[src/rtl/detector_filter.sv]
// detector_filter: conditions the four raw obstacle-detector pins {front,left,right,back}
// for the auto-drive controller. Each bit passes through a 2-FF synchroniser and an
// integrating debouncer. The block also produces a sticky validity flag once the
// vector has been quiet, and a one-cycle change pulse.
// Optional feature: define DET_CHANGE_CNT_EN to build the saturating change counter;
// otherwise change_cnt is tied to zero.
module detector_filter #(
  parameter int unsigned DEB_CYCLES = 1_000_000,
  parameter int unsigned CNT_W      = 20
) (
  input  logic       sys_clk,
  input  logic       rst_n,
  input  logic       power,
  input  logic [3:0] raw_detector,
  output logic [3:0] detector,
  output logic       det_valid,
  output logic       det_change,
  output logic [7:0] change_cnt
);

  localparam int unsigned NBITS = 4;
  localparam logic [CNT_W-1:0] CNT_LAST   = CNT_W'(DEB_CYCLES - 1);
  localparam logic [CNT_W-1:0] QUIET_FULL = CNT_W'(DEB_CYCLES);

  logic [NBITS-1:0] sync1_q, sync2_q;
  logic [1:0]       prime_q, prime_d;
  logic [CNT_W-1:0] cnt_q [NBITS];
  logic [CNT_W-1:0] cnt_d [NBITS];
  logic [CNT_W-1:0] quiet_q, quiet_d;
  logic [NBITS-1:0] detector_q, detector_d;
  logic             det_valid_q, det_valid_d;
  logic             det_change_q, det_change_d;

  // Two-stage synchroniser; keeps sampling while power is off
  always_ff @(posedge sys_clk or negedge rst_n) begin
    if (!rst_n) begin
      sync1_q <= '0;
      sync2_q <= '0;
    end else begin
      sync1_q <= raw_detector;
      sync2_q <= sync1_q;
    end
  end

  // Synchroniser fill tracker: the quiet counter ignores the two cycles in which
  // the sync stages still hold reset values rather than sampled pin levels
  always_comb begin
    prime_d = 2'b00;
    if (power) begin
      prime_d = {prime_q[0], 1'b1};
    end
  end

  // Per-bit integrating debounce; a bit commits after DEB_CYCLES consecutive mismatches
  always_comb begin
    detector_d = detector_q;
    for (int i = 0; i < NBITS; i++) begin
      cnt_d[i] = '0;
    end
    if (!power) begin
      detector_d = '0;
    end else begin
      for (int i = 0; i < NBITS; i++) begin
        if (sync2_q[i] != detector_q[i]) begin
          if (cnt_q[i] >= CNT_LAST) begin
            detector_d[i] = sync2_q[i];
          end else begin
            cnt_d[i] = cnt_q[i] + CNT_W'(1);
          end
        end
      end
    end
  end

  // Quiet counter, validity and change pulse
  always_comb begin
    quiet_d = '0;
    if (power && prime_q[1] && (sync2_q == detector_q)) begin
      quiet_d = (quiet_q >= QUIET_FULL) ? QUIET_FULL : quiet_q + CNT_W'(1);
    end
    det_valid_d  = power & (det_valid_q | (quiet_d == QUIET_FULL));
    det_change_d = power & (|(detector_d ^ detector_q));
  end

  // Filter state registers
  always_ff @(posedge sys_clk or negedge rst_n) begin
    if (!rst_n) begin
      prime_q      <= '0;
      quiet_q      <= '0;
      detector_q   <= '0;
      det_valid_q  <= 1'b0;
      det_change_q <= 1'b0;
      for (int i = 0; i < NBITS; i++) begin
        cnt_q[i] <= '0;
      end
    end else begin
      prime_q      <= prime_d;
      quiet_q      <= quiet_d;
      detector_q   <= detector_d;
      det_valid_q  <= det_valid_d;
      det_change_q <= det_change_d;
      for (int i = 0; i < NBITS; i++) begin
        cnt_q[i] <= cnt_d[i];
      end
    end
  end

  assign detector   = detector_q;
  assign det_valid  = det_valid_q;
  assign det_change = det_change_q;

`ifdef DET_CHANGE_CNT_EN
  logic [7:0] change_cnt_q;

  // Saturating count of filtered-vector changes; only rst_n clears it
  always_ff @(posedge sys_clk or negedge rst_n) begin
    if (!rst_n) begin
      change_cnt_q <= 8'h00;
    end else if (det_change_d && (change_cnt_q != 8'hFF)) begin
      change_cnt_q <= change_cnt_q + 8'd1;
    end
  end

  assign change_cnt = change_cnt_q;
`else
  assign change_cnt = 8'h00;
`endif

endmodule

[config.mk]
export PLATFORM = sky130hd
export DESIGN_NAME = detector_filter
export DESIGN_NICKNAME = d
export VERILOG_FILES = /design/src/rtl/detector_filter.sv
export SDC_FILE = /design/constraint.sdc
export NUM_CORES = 1
export LEC_CHECK = 0
export ABC_CLOCK_PERIOD_IN_PS = 2400
export CELL_PAD_IN_SITES_DETAIL_PLACEMENT = 0
export CELL_PAD_IN_SITES_GLOBAL_PLACEMENT = 2
export CORE_MARGIN = 3
export CORE_UTILIZATION = 40
export CTS_CLUSTER_SIZE = 28
export DETAILED_ROUTE_END_ITERATION = 6
export GPL_ROUTABILITY_DRIVEN = 1
export PLACE_DENSITY_LB_ADDON = 0.08
export SLEW_MARGIN = 20
export SYNTH_ARGS = -nofsm -noshare
export SYNTH_HDL_FRONTEND = slang
export SYNTH_SLANG_ARGS = --single-unit
[constraint.sdc]
create_clock -name sys_clk -period 2.4 [get_ports sys_clk]
set_clock_uncertainty 0.05 [all_clocks]
set_input_delay 0.48 -clock sys_clk [delete_from_list [all_inputs] [get_ports sys_clk]]
set_output_delay 0.48 -clock sys_clk [all_outputs]
set_load 0.05 [all_outputs]
---- Word-level counts from Yosys, hierarchy flattened ----
Index checks and enable logic that the tools add are counted.
word-level totals
  input port bits ......................... 7
  word-level logic and storage cells ...... 55
  register bits after elaboration ......... 116
operators by class
  equal/unequal tests ..................... 6
  reduce and logical (&&, ||, !) cells .... 3
  magnitude comparators ................... 5
  $add $sub $neg .......................... 5
  bitwise gates (word level) .............. 4
  multiplexer cells ....................... 21
operators by type and width
  kind                                            number
  2-to-1 mux 20 bit                               10
  adder 20 x 1 -> 20 bit (second input constant)  5
  >= comparator 20 bit (second input constant)    5
  2-to-1 mux 80 bit                               1
  == test 20 bit (second input constant)          1
  2-to-1 mux 1 bit                                8
  == test 4 bit                                   1
  2-to-1 mux 4 bit                                1
  inequality test 1 bit                           4
  OR reduction 4 bit                              1
  bitwise XOR 4 bit                               1
  bitwise AND 1 bit                               2
  logical AND 1 bit                               2
  2-to-1 mux 2 bit                                1
  bitwise OR 1 bit                                1

---- Logic depth before layout (Yosys ltp) ----
Gate-level depths: netlist of the first run.
  depth in word-level cells ............... 7
  gate-level depth with buffers ........... 8
  gate-level depth less buffers ........... 7

---- Least setup slack after synthesis of the first run ----
OpenSTA, ideal clock, no wires.
  path kind ............................... reg2reg
  start ................................... register detector_q[1], in the netlist detector[1]
  end ..................................... register det_valid_q, in the netlist det_valid
  arrival ................................. 1848 ps
  clock period less this slack ............ 1994 ps
  library setup time ...................... 95 ps
  data required time ...................... 2255 ps
  setup slack ............................. 406 ps
  stages on the path, launching flop included .. 6
  path through ............................ dfrtp_1 -> xor2_1 -> nor4_1 -> nand3_1 -> or2_2 -> o31ai_1
on the way
  longest elaborated chain between the ends .. 6
ends and longest elaborated chain
  item                      RTL line  text
  start: declaration        30        logic [NBITS-1:0] detector_q, detector_d;
  start signal: assignment  99        detector_q <= detector_d;
  == test 4 bit             78        if (power && prime_q[1] && (sync2_q == detector_q)) begin
  logical AND 1 bit         78
  2-to-1 mux 20 bit         78
  == test 20 bit            81        det_valid_d = power & (det_valid_q | (quiet_d == QUIET_FULL));
  bitwise OR 1 bit          81
  bitwise AND 1 bit         81
  net det_valid_d           31        logic det_valid_q, det_valid_d;
  end signal: assignment    100       det_valid_q <= det_valid_d;
  end: declaration          31
The timed path passes the listed nets, and every way through them passes these cells.

---- Worst setup path in the final report of the first run ----
  start ................................... register detector_q[1], in the netlist detector[1]
  end ..................................... output detector[1]
RTL lines
  item              RTL line  text
  end: declaration  15        output logic [3:0] detector,
No word-level cell between the ends.

==> out/qor.txt, run 1 <==
run status: finished clean
Mapped Cells: 586
Worst Setup Start Kind: register
endpoints failing setup: 0
cell taking the most area after synthesis: dfrtp_1
DR iter-0 viols: 200
post-route cell area: 6630 µm²
CTS tree: done
CP cell instances: clkdlybuf4s50_1
worst hold slack: 0.298 ns
Max-Cap Viols: 0
Worst Path Max Fanout: 5
I/O Buffers: 12
clk sink count: 116
EDFF count, synth: 0
Via density: 5.03
clk_lat worst skew: 0.41 ns
Die Y: 125 µm
Max clock buf depth: 2
Max VDD drop: 0.000454 V
yosys warns: 0
Die Width: 125 µm
CP max-delay cell: clkdlybuf4s50_1
post-synthesis async set-or-reset flop share: 100%
Max transition margin: 63.0%
worst-margin pin slew: 0.553 ns
largest stage delay on the critical path: 0.87 ns
total power: 4.57 mW
Initial Util: 41.9%
fin nets: 630
Synth area leaders: dfrtp_1 51%, xor2_1 8.2%, nor2_1 8.1%, xnor2_1 5.6%, nand3_1 3.9%
crit path capture type: primary output
sequential area share after synthesis: 51.2%
DRC viols: 0
H-tree Lvls: 4
HP Class: register to register
flops & latches, synth: 116
CP required: 1.87 ns
Worst-path clk slew: 0.05 ns
dpl cell area: 6050 µm²
Detailed Route WL: 11200 µm
GPL Wtd Cong: 0.790
Num CTS Buffers: 17
first-pass GRT wire length: 19900 µm
Met1 Routed Length: 5530 µm
global router's overall resource usage: 15.6%
layout cells sized above 1: 8.93%
post-synth cell types: 50
share of the synthesized area in the top cell type: 51.2%
PD cells: 689 nW/µm²
final hold vios: 0
CP Class: register to primary output
vias in the first global route: 4150
top layer used by detailed routing: met4
# fillers: 1283
period utilization: 92.2%
Period minus WS final: 2.21 ns
Lkg Pwr: 2.81 nW
Post-DRT Antenna Nets: 0
Die ar.: 15700 µm²
highest clock rate: 452 MHz
WP buf/inv: 1
largest net degree at the start of global routing: 52
Core Area: 13600 µm²
Crit path arrival time: 1.68 ns
Pre-Repair DR Iteration Count: 4
P&R area growth vs syn: 16.9%
routed length per instance: 13.9 µm
Final HPWL DP: 7570 µm
post-synthesis cell area: 5670 µm²
total number of vias: 4039
global route total overflow: 0
initial antenna violation count: 0
CTS root buffer: clkbuf_16
number of diodes: 0
CP delay by family, top: buffers and inverters
setup_tns: 0 ns
# rows: 42
metal2 WL: 5340 µm
top_reg_cell synth: dfrtp_1
synthesized area per cell: 9.68 µm²
I/O pin cnt: 21
Met3 Routed Length: 268 µm
RSZ-0062 raised after global routing: false
Final Max Tran Viols: 0
## cell usage after synthesis, drive strengths merged, types with 4 or more instances
library cell / n
nand4: 19
clkbuf: 11
nor3: 14
o211ai: 5
o21ai: 6
a21oi: 10
nand3: 45
nor2: 124
dfrtp: 116
and2: 4
nor4: 8
nand2: 37
a31oi: 4
inv: 14
and3: 16
xnor2: 36
a41oi: 4
buf: 15
and4: 5
ha: 6
nand2b: 6
xor2: 53
## metrics by stage
stage / std cells / setup WS, ns / utilization (%)
final: 803 / 0.186 / 48.9
after CTS: 803 / 0.150 / 48.9
after detailed placement: 773 / 0.235 / 44.6
after global placement: 773 / 0.268 / 44.6
after global routing: 803 / 0.0931 / 48.9
after floorplan: 593 / 0.406 / -
## registers in the layout (all words and copies together) (netlist names)
register	count
det_valid	1
sync1_q	4
detector	4
sync2_q	4
det_change	1
prime_q	2
cnt_q	80
quiet_q	20
## routing by layer
layer,vias to the layer above,track usage (%)
li1,2033,-
met1,1971,20.7
met2,28,24.4
met3,7,4.48
met4,0,5.93
met5,-,0
## timing repair
item / CTS / global route
buffers inserted: 0 / 0
setup endpoints to repair: 0 / 1
gates resized for setup: 0 / 1
endpoints found under the hold margin: 28 / 0
hold buffers: 1 / 0
## worst paths after layout
| path | from | endpoint | slack [ns] | cells after the start |
|---|---|---|---|---|
| setup / recovery | detector[1]$_DFF_PN0_ | detector[1] | 0.19 | 1 |
| hold / removal | sync1_q[0]$_DFF_PN0_ | sync2_q[0]$_DFF_PN0_ | 0.30 | 0 |
| setup reg to reg | quiet_q[1]$_DFF_PN0_ | det_valid$_DFF_PN0_ | 0.25 | 7 |
| hold reg to reg | sync1_q[0]$_DFF_PN0_ | sync2_q[0]$_DFF_PN0_ | 0.30 | 0 |
| max in group asynchronous | rst_n | cnt_q[7]$_DFF_PN0_ | 1.18 | 3 |
| min in group asynchronous | rst_n | cnt_q[62]$_DFF_PN0_ | 0.50 | 2 |
## kinds of logic (layout without fill, tap and decap cells)
| family | count (synthesis) | count (layout) | synth area share, % |
|---|---|---|---|
| flip-flops | 116 | 116 | 51.2 |
| AO/OA/AOI/OAI | 43 | 43 | 5.31 |
| multiplexers | 3 | 3 | 0.529 |
| adder cells (fa/ha/maj) | 6 | 6 | 1.32 |
| other | 1 | 8 | 0.0661 |
| AND/OR/NAND/NOR | 288 | 288 | 24.3 |
| XOR/XNOR | 89 | 89 | 13.7 |
| buffers and inverters | 40 | 74 | 3.57 |
## layout by cell type (no fill, tap or decap), drive strengths merged, types with 3 or more instances in the layout
cell           synthesis  routed
nor2                 124     124
dfrtp                116     116
xor2                  53      53
nand3                 45      45
nand2                 37      37
xnor2                 36      36
clkbuf                11      24
nand4                 19      19
buf                   15      19
and3                  16      16
inv                   14      14
nor3                  14      14
clkdlybuf4s50          0      11
a21oi                 10      10
conb                   1       8
nor4                   8       8
ha                     6       6
o21ai                  6       6
nand2b                 6       6
o211ai                 5       5
and4                   5       5
a31oi                  4       4
a41oi                  4       4
and2                   4       4
mux2i                  3       3
o31ai                  3       3
clkinv                 0       3
## area by class of cell
class | count | area, µm² | share of cell area [%]
clock buffers | 24 | 492 | 7.42
well taps | 176 | 220 | 3.32
multi-input cells | 437 | 2600 | 39.2
inverters | 14 | 52.6 | 0.792
clock inverters | 5 | 75.1 | 1.13
repair buffers | 31 | 288 | 4.34
flip-flops and latches | 116 | 2900 | 43.8
## power breakdown
part	switching, mW	internal [mW]
sequential	0.0124	1.97
combinational	0.105	0.0324
clock	0.830	1.61
total	0.948	3.62
No activity file was read; power rests on OpenSTA's default activity.
==> run 2: changes to the inputs <==
--- a/config.mk
+++ b/config.mk
@@ -5,11 +5,10 @@
 export SDC_FILE = /design/constraint.sdc
 export NUM_CORES = 1
 export LEC_CHECK = 0
+export ABC_AREA = 1
 export ABC_CLOCK_PERIOD_IN_PS = 2400
-export CELL_PAD_IN_SITES_DETAIL_PLACEMENT = 0
-export CELL_PAD_IN_SITES_GLOBAL_PLACEMENT = 2
 export CORE_MARGIN = 3
-export CORE_UTILIZATION = 40
+export CORE_UTILIZATION = 54
 export CTS_CLUSTER_SIZE = 28
 export DETAILED_ROUTE_END_ITERATION = 6
 export GPL_ROUTABILITY_DRIVEN = 1
==> out/qor.txt, run 2 <==
Synth Area in XOR/XNOR: 5.44%
vias in the first global route: 4785
Max clock buf depth: 2
max reg flops: 80
crit path setup slack, layout: 0.202 ns
Detailed Route WL: 12000 µm
largest family of logic cells by synthesized area: simple AND/OR/NAND/NOR gates
Post-Synth Simple-Gate Area: 34.5%
WP buf/inv: 1
GPL Wtd Cong: 0.907
Final Max Tran Viols: 0
Die ar.: 13000 µm²
H-tree Lvls: 4
cell taking the most area after synthesis: dfrtp_1
Max VDD drop: 0.000897 V
largest net degree at the start of global routing: 52
Num CTS Buffers: 17
synthesized area per cell: 8.07 µm²
sequential area share after synthesis: 46.3%
I/O pin cnt: 21
Final HPWL DP: 8790 µm
commonest non-fill, non-tap cell in the layout: nand2_1
RSZ-0062 raised after global routing: false
Via density: 5.10
CP cell instances: clkdlybuf4s50_1
CTS tree: done
post-CTS setup buffer count: 0
CP Class: register to primary output
setup_tns: 0 ns
post-synth cell types: 40
Max-Cap Viols: 0
global router's overall resource usage: 20.2%
Worst Path Max Fanout: 4
CTS resizes: 0
EDFF count, synth: 0
worst-margin pin slew: 0.515 ns
# rows: 38
Die Y: 114 µm
Post-synth top cells: 144 x nand2_1, 137 x nor2_1, 116 x dfrtp_1
violated checks: negative hold slack
Lkg Pwr: 3.33 nW
fin nets: 822
clk_lat worst skew: 0.41 ns
post-synthesis cell area: 6280 µm²
Core Area: 11100 µm²
crit path capture type: primary output
compound-gate portion of the synthesized area: 4.53%
Post-DRT Antenna Nets: 0
most frequent cells in the layout: 144 x nand2_1, 137 x nor2_1, 116 x dfrtp_1
run status: complete, but fails checks
area share of fa/ha/maj cells after synthesis: 1.20%
Synth area leaders: dfrtp_1 46%, nand2_1 8.6%, nor2_1 8.2%, inv_1 6.1%, nand3_1 4.5%
CP max-delay cell: clkdlybuf4s50_1
Place WS: 0.173 ns
Crit path arrival time: 1.67 ns
Mapped Cells: 778
P&R area growth vs syn: 15.2%
DRC viols: 0
largest stage delay on the critical path: 0.84 ns
share of the synthesized area in the top cell type: 46.3%
Period minus WS final: 2.20 ns
count leader, synth: nand2_1
CTS root buffer: clkbuf_16
CP required: 1.87 ns
Worst-path clk slew: 0.05 ns
CP delay by family, top: buffers and inverters
Largest Register: cnt_q
number of diodes: 0
global route total overflow: 0
PD cells: 676 nW/µm²
clk sink count: 116
HP Class: input pin to async pin
final hold vios: 3
top flop regs: cnt_q: 80 flops, quiet_q: 20 flops
# fillers: 932
DR iter-0 viols: 393
total number of vias: 4908
Worst Setup Start Kind: register
top_reg_cell synth: dfrtp_1
Pre-Repair DR Iteration Count: 4
Die Width: 114 µm
first-pass GRT wire length: 21200 µm
yosys warns: 0
flops & latches, synth: 116
worst hold slack: -0.00848 ns
Initial Util: 56.7%
Max transition margin: 65.7%
mux cell area share after synthesis: 0%
initial antenna violation count: 0
highest clock rate: 455 MHz
period utilization: 91.6%
hold_buf cts: 0
I/O Buffers: 12
routed length per instance: 12.5 µm
endpoints failing setup: 0
layout cells sized above 1: 12.0%
post-synthesis async set-or-reset flop share: 100%
[run 2: report_power, final]
part / internal (mW) / switching (mW)
combinational: 0.0300 / 0.108
sequential: 1.97 / 0.00865
clock: 1.90 / 0.873
[run 2: per-layer routing]
metal | wire length (µm) | GRT usage (%) | up-vias
met5 | 0 | 0 | -
met4 | 172 | 6.57 | 0
met3 | 461 | 5.94 | 14
met2 | 5590 | 31.1 | 70
met1 | 5800 | 27.6 | 2311
li1 | - | - | 2513
[run 2: path summary, 6_finish.rpt]
path	from	endpoint	slack, ns	cells after the start
worst max-delay path	detector[0]$_DFF_PN0_	detector[0]	0.20	1
worst min-delay path	rst_n	quiet_q[11]$_DFF_PN0_	-0.008	1
worst max register to register	quiet_q[0]$_DFF_PN0_	det_valid$_DFF_PN0_	0.30	11
worst min register to register	sync1_q[1]$_DFF_PN0_	sync2_q[1]$_DFF_PN0_	0.30	0
max in group asynchronous	rst_n	cnt_q[0]$_DFF_PN0_	1.53	2
min in group sys_clk	sync1_q[1]$_DFF_PN0_	sync2_q[1]$_DFF_PN0_	0.30	0
[run 2: stage by stage]
step / power (mW) / instances / area (µm²) / util [%] / hold WS, ns
CTS: 4.95 / 962 / 7230 / 65.3 / 0.000575
floorplan: 2.09 / 785 / 6300 / - / 0.134
finish: 4.89 / 962 / 7230 / 65.3 / -0.00848
global placement: 2.15 / 930 / 6570 / 59.3 / 0.282
global route: 5.06 / 962 / 7230 / 65.3 / 0.0254
detailed placement: 2.16 / 930 / 6570 / 59.3 / 0.285
[run 2: worst register-to-register path, cell delays in order (launching register included)]
cell and delay (ns):
dfrtp_1 0.43, ha_1 0.23, nand3_1 0.15, nor2_2 0.24
nand2_1 0.11, nor2_1 0.17, nand3b_1 0.13, nand3_1 0.11
nand3_1 0.08, nor2_1 0.11, nand3_1 0.09, a21oi_1 0.12
[run 2: area by class of cell]
cell class | instances | area, µm² | share of cell area (%)
flip-flops and latches | 116 | 2900 | 40.1
multi-input cells | 546 | 2900 | 40.1
clock buffers | 20 | 457 | 6.32
inverters | 108 | 405 | 5.61
clock inverters | 12 | 201 | 2.79
repair buffers | 20 | 190 | 2.63
well taps | 140 | 175 | 2.42
[run 2: logic make-up (layout without fill, tap and decap cells)]
logic type | Yosys count | count (layout)
XOR/XNOR | 39 | 39
AO/OA/AOI/OAI | 48 | 48
buffers and inverters | 123 | 160
other | 1 | 8
flip-flops | 116 | 116
AND/OR/NAND/NOR | 445 | 445
adder cells (fa/ha/maj) | 6 | 6
==> run 3: changes to the inputs <==
--- a/config.mk
+++ b/config.mk
@@ -6,9 +6,10 @@
 export NUM_CORES = 1
 export LEC_CHECK = 0
 export ABC_AREA = 1
-export ABC_CLOCK_PERIOD_IN_PS = 2400
+export CELL_PAD_IN_SITES_DETAIL_PLACEMENT = 1
+export CELL_PAD_IN_SITES_GLOBAL_PLACEMENT = 1
 export CORE_MARGIN = 3
-export CORE_UTILIZATION = 54
+export CORE_UTILIZATION = 47
 export CTS_CLUSTER_SIZE = 28
 export DETAILED_ROUTE_END_ITERATION = 6
 export GPL_ROUTABILITY_DRIVEN = 1
==> out/qor.txt, run 3 (synthesis gave the netlist of run 2 again) <==
run status: finished clean
crit path capture type: primary output
Reg2Reg Setup Slack: 0.23 ns
CP cell instances: clkdlybuf4s50_1
global route total overflow: 0
period utilization: 92.3%
GPL Wtd Cong: 0.807
CP required: 1.87 ns
post-placement cell count: 963
Reg2Reg Depth: 11
CP Class: register to primary output
RSZ-0062 raised after global routing: false
CTS root buffer: clkbuf_16
FF-to-FF End: det_valid$_DFF_PN0_
Worst Setup Start Kind: register
Pre-Repair DR Iteration Count: 4
most frequent cells in the layout: 144 x nand2_1, 137 x nor2_1, 116 x dfrtp_1
Crit. Startpoint: detector[2]$_DFF_PN0_
DR iter-0 viols: 215
Final HPWL DP: 10700 µm
I/O pin cnt: 21
Max-Cap Viols: 0
endpoints failing setup: 0
Post-Layout Cell Count: 995
Via density: 5.20
Period minus WS final: 2.22 ns
post-CTS setup buffer count: 0
CP max-delay cell: clkdlybuf4s50_1
Post-DRT Antenna Nets: 0
CTS tree: done
I/O Buffers: 12
highest clock rate: 451 MHz
r2r startpoint: quiet_q[0]$_DFF_PN0_
HP Class: register to register
CP delay by family, top: buffers and inverters
Largest Register: cnt_q
Die Width: 122 µm
global router's overall resource usage: 22.4%
DRC viols: 0
crit path setup slack, layout: 0.185 ns
# rows: 41
clk_lat worst skew: 0.42 ns
top flop regs: cnt_q: 80 flops, quiet_q: 20 flops
number of diodes: 0
routed length per instance: 15.4 µm
Die Y: 122 µm
Detailed Route WL: 15300 µm
largest stage delay on the critical path: 0.84 ns
layout cells sized above 1: 12.2%
PD cells: 662 nW/µm²
H-tree Lvls: 4
Place WS: -0.0148 ns
Num CTS Buffers: 17
Die ar.: 14800 µm²
Worst-path clk slew: 0.05 ns
Crit path arrival time: 1.69 ns
final hold vios: 0
crit path capture: detector[2]
P&R area growth vs syn: 15.9%
fin nets: 824
initial antenna violation count: 0
first-pass GRT wire length: 26300 µm
post-route cell area: 7280 µm²
Initial Util: 48.9%
max reg flops: 80
Final Max Tran Viols: 0
Max VDD drop: 0.000466 V
dpl cell area: 6630 µm²
commonest non-fill, non-tap cell in the layout: nand2_1
worst hold slack: 0.298 ns
Core Area: 12800 µm²
vias in the first global route: 5603
Lkg Pwr: 3.34 nW
WP buf/inv: 1
Max clock buf depth: 2
largest net degree at the start of global routing: 46
Worst Path Max Fanout: 4
total number of vias: 5178
Levels on crit path: 1
clk sink count: 116
-- run 3: timing repair --
item                                    in CTS  in global routing
hold buffers                                 1                  0
resized for setup                            0                  1
endpoints found under the setup margin       0                  1
endpoints found under the hold margin       32                  0
-- run 3: metrics by stage --
step                      power, mW  utilization (%)  TNS (ns)
after floorplan                2.09                -         0
after detailed placement       2.16             51.7   -0.0148
final                          4.82             56.7         0
after global placement         2.16             51.7         0
after global routing           4.98             56.7         0
after CTS                      4.86             56.7         0
-- run 3: per-layer routing --
layer | GRT usage [%] | wire (µm)
met1 | 26.3 | 6740
met5 | 0 | 0
met3 | 4.92 | 379
met2 | 40.4 | 7930
met4 | 7.56 | 249
-- run 3: where the power goes --
group,leakage [nW],internal (mW),switching [mW]
registers,1.60,1.97,0.0103
clock network,0.311,1.79,0.903
logic,1.44,0.0335,0.112
-- run 3: layout make-up --
class,instances,area [µm²]
Clock inverter,8,121
Timing Repair Buffer,22,220
Multi-Input combinational cell,546,2900
Clock buffer,23,508
Fill cell,1553,5550
Tap cell,172,215
Inverter,108,405
Sequential cell,116,2900
-- run 3: worst min-delay path by stage --
stage	start	to	slack (ns)	cells past startpoint
6_report	sync1_q[1]$_DFF_PN0_	sync2_q[1]$_DFF_PN0_	0.30	0
5_1_grt	sync1_q[3]$_DFF_PN0_	sync2_q[3]$_DFF_PN0_	0.30	0
4_1_cts	sync1_q[1]$_DFF_PN0_	sync2_q[1]$_DFF_PN0_	0.30	0
3_5_place_dp	sync1_q[1]$_DFF_PN0_	sync2_q[1]$_DFF_PN0_	0.29	0
3_3_place_gp	sync1_q[1]$_DFF_PN0_	sync2_q[1]$_DFF_PN0_	0.28	0
2_1_floorplan	rst_n	cnt_q[0]$_DFF_PN0_	0.13	0
==> RTL change (settings of run 3) <==
Add an input register stage for `power` and `raw_detector`, cleared by the reset; this delays them by one clock.
--- a/src/rtl/detector_filter.sv
+++ b/src/rtl/detector_filter.sv
@@ -24,2 +24,15 @@
 
+  logic power_q;
+  logic [3:0] raw_detector_q;
+
+  always_ff @(posedge sys_clk or negedge rst_n) begin
+    if (!rst_n) begin
+      power_q        <= '0;
+      raw_detector_q <= '0;
+    end else begin
+      power_q        <= power;
+      raw_detector_q <= raw_detector;
+    end
+  end
+
   logic [NBITS-1:0] sync1_q, sync2_q;
@@ -39,3 +52,3 @@
     end else begin
-      sync1_q <= raw_detector;
+      sync1_q <= raw_detector_q;
       sync2_q <= sync1_q;
@@ -48,3 +61,3 @@
     prime_d = 2'b00;
-    if (power) begin
+    if (power_q) begin
       prime_d = {prime_q[0], 1'b1};
@@ -59,3 +72,3 @@
     end
-    if (!power) begin
+    if (!power_q) begin
       detector_d = '0;
@@ -77,7 +90,7 @@
     quiet_d = '0;
-    if (power && prime_q[1] && (sync2_q == detector_q)) begin
+    if (power_q && prime_q[1] && (sync2_q == detector_q)) begin
       quiet_d = (quiet_q >= QUIET_FULL) ? QUIET_FULL : quiet_q + CNT_W'(1);
     end
-    det_valid_d  = power & (det_valid_q | (quiet_d == QUIET_FULL));
-    det_change_d = power & (|(detector_d ^ detector_q));
+    det_valid_d  = power_q & (det_valid_q | (quiet_d == QUIET_FULL));
+    det_change_d = power_q & (|(detector_d ^ detector_q));
   end
Formal check against the unedited RTL: same outputs for any inputs over 10 cycles, from zero or initial values and one cycle with rst_n low; that may be too few to reach the edited logic, so the function may still have changed.
==> RTL change against run 3 <==
  * Wire length grew 1.5%
  * Die area grew 1.8%
  * Total power shrank 0.23%
  * Area after synthesis rose by 1.9%
  * Sequential cell count rose by 5
  * Clock power decreased by 3%
  * Setup slack got worse by 9.2 ps
  * First-iteration DRC count rose by 8.8%
  * Critical path depth unchanged
  * Register-to-register slack improved by 150 ps
  * Design area is 0.67% higher
  * Sequential share of layout area grew 1.4 points
  * Core utilization shrank 0.30 points
==> RTL change: results <==
[outcome]
status = finished clean

[route]
wl_met3_um = 308
wl_met2_um = 8010
viasPerCell = 5.16
wl_um = 15500
wl_met1_um = 6920

[grt]
first_global_vias = 5719
grt_use_met1 = 0.273
grt_pass1_wl_um = 27000
grt_max_degree = 122
grtUsageMet2 = 0.407
grt_usage = 0.227

[cells_and_area]
multi_input_gates = 563
n_clock_buffer = 24
fill_cells = 1597
fin_nets = 844
inverters = 109
register_area_um2 = 3030
drive_gt1_frac = 0.0972
multi_input_area_share = 0.395
final_cell_area_um2 = 7330
final-clk-cell-share = 0.0818
layout.nonclk_buf_frac = 0.0249
n_all_buffers = 19

[yosys]
ys_types = 42
synth_fa_ha_area_frac = 0.0117
ys_seq_area_frac = 0.473
synth_xor_xnor_area_share = 0.0630
synthTopCellsByCount = nand2_1, nor2_1, dfrtp_1, inv_1, nand3_1
synthArstFlopShare = 1.00
synth_compound_area_frac = 0.0450

[placement]
place_area_um2 = 6730
place_ws_ps = 377
place.gp.congestion = 0.871
dp_hpwl_um = 11000

[power]
vdd_drop_max_uv = 483
pg_clk_mw = 2.60
seq_power_mw = 2.07
pg_comb_mw = 0.138
cellLeakagePower_nw = 3.39
p_int_mw = 3.80

[clock_network]
path_clk_slew_ps = 50
cts_hold_buf = 0
cts.htree.levels = 4

[floorplan]
fp.dieArea_um2 = 15000
RTL change: changes by cell type after synthesis, sizes merged, moves of 5 or more:
cell | before | now
dfrtp | 116 | 121
nand2 | 152 | 167
nand3 | 69 | 46
nand4 | 18 | 28
nor2 | 158 | 174
nor3 | 30 | 25
xnor2 | 9 | 21
xor2 | 30 | 25
RTL change: final timing paths:
| kind | start | end | slack [ps] | cells after the start |
|---|---|---|---|---|
| max | detector[3]$_DFF_PN0_ | detector[3] | 180 | 1 |
| min | rst_n | cnt_q[30]$_DFF_PN0_ | 110 | 2 |
| max reg2reg | quiet_q[0]$_DFF_PN0_ | det_valid$_DFF_PN0_ | 380 | 13 |
| min reg2reg | raw_detector_q[2]$_DFF_PN0_ | sync1_q[2]$_DFF_PN0_ | 300 | 0 |
| max in group asynchronous | rst_n | cnt_q[43]$_DFF_PN0_ | 1710 | 2 |
| min in group sys_clk | raw_detector_q[2]$_DFF_PN0_ | sync1_q[2]$_DFF_PN0_ | 300 | 0 |
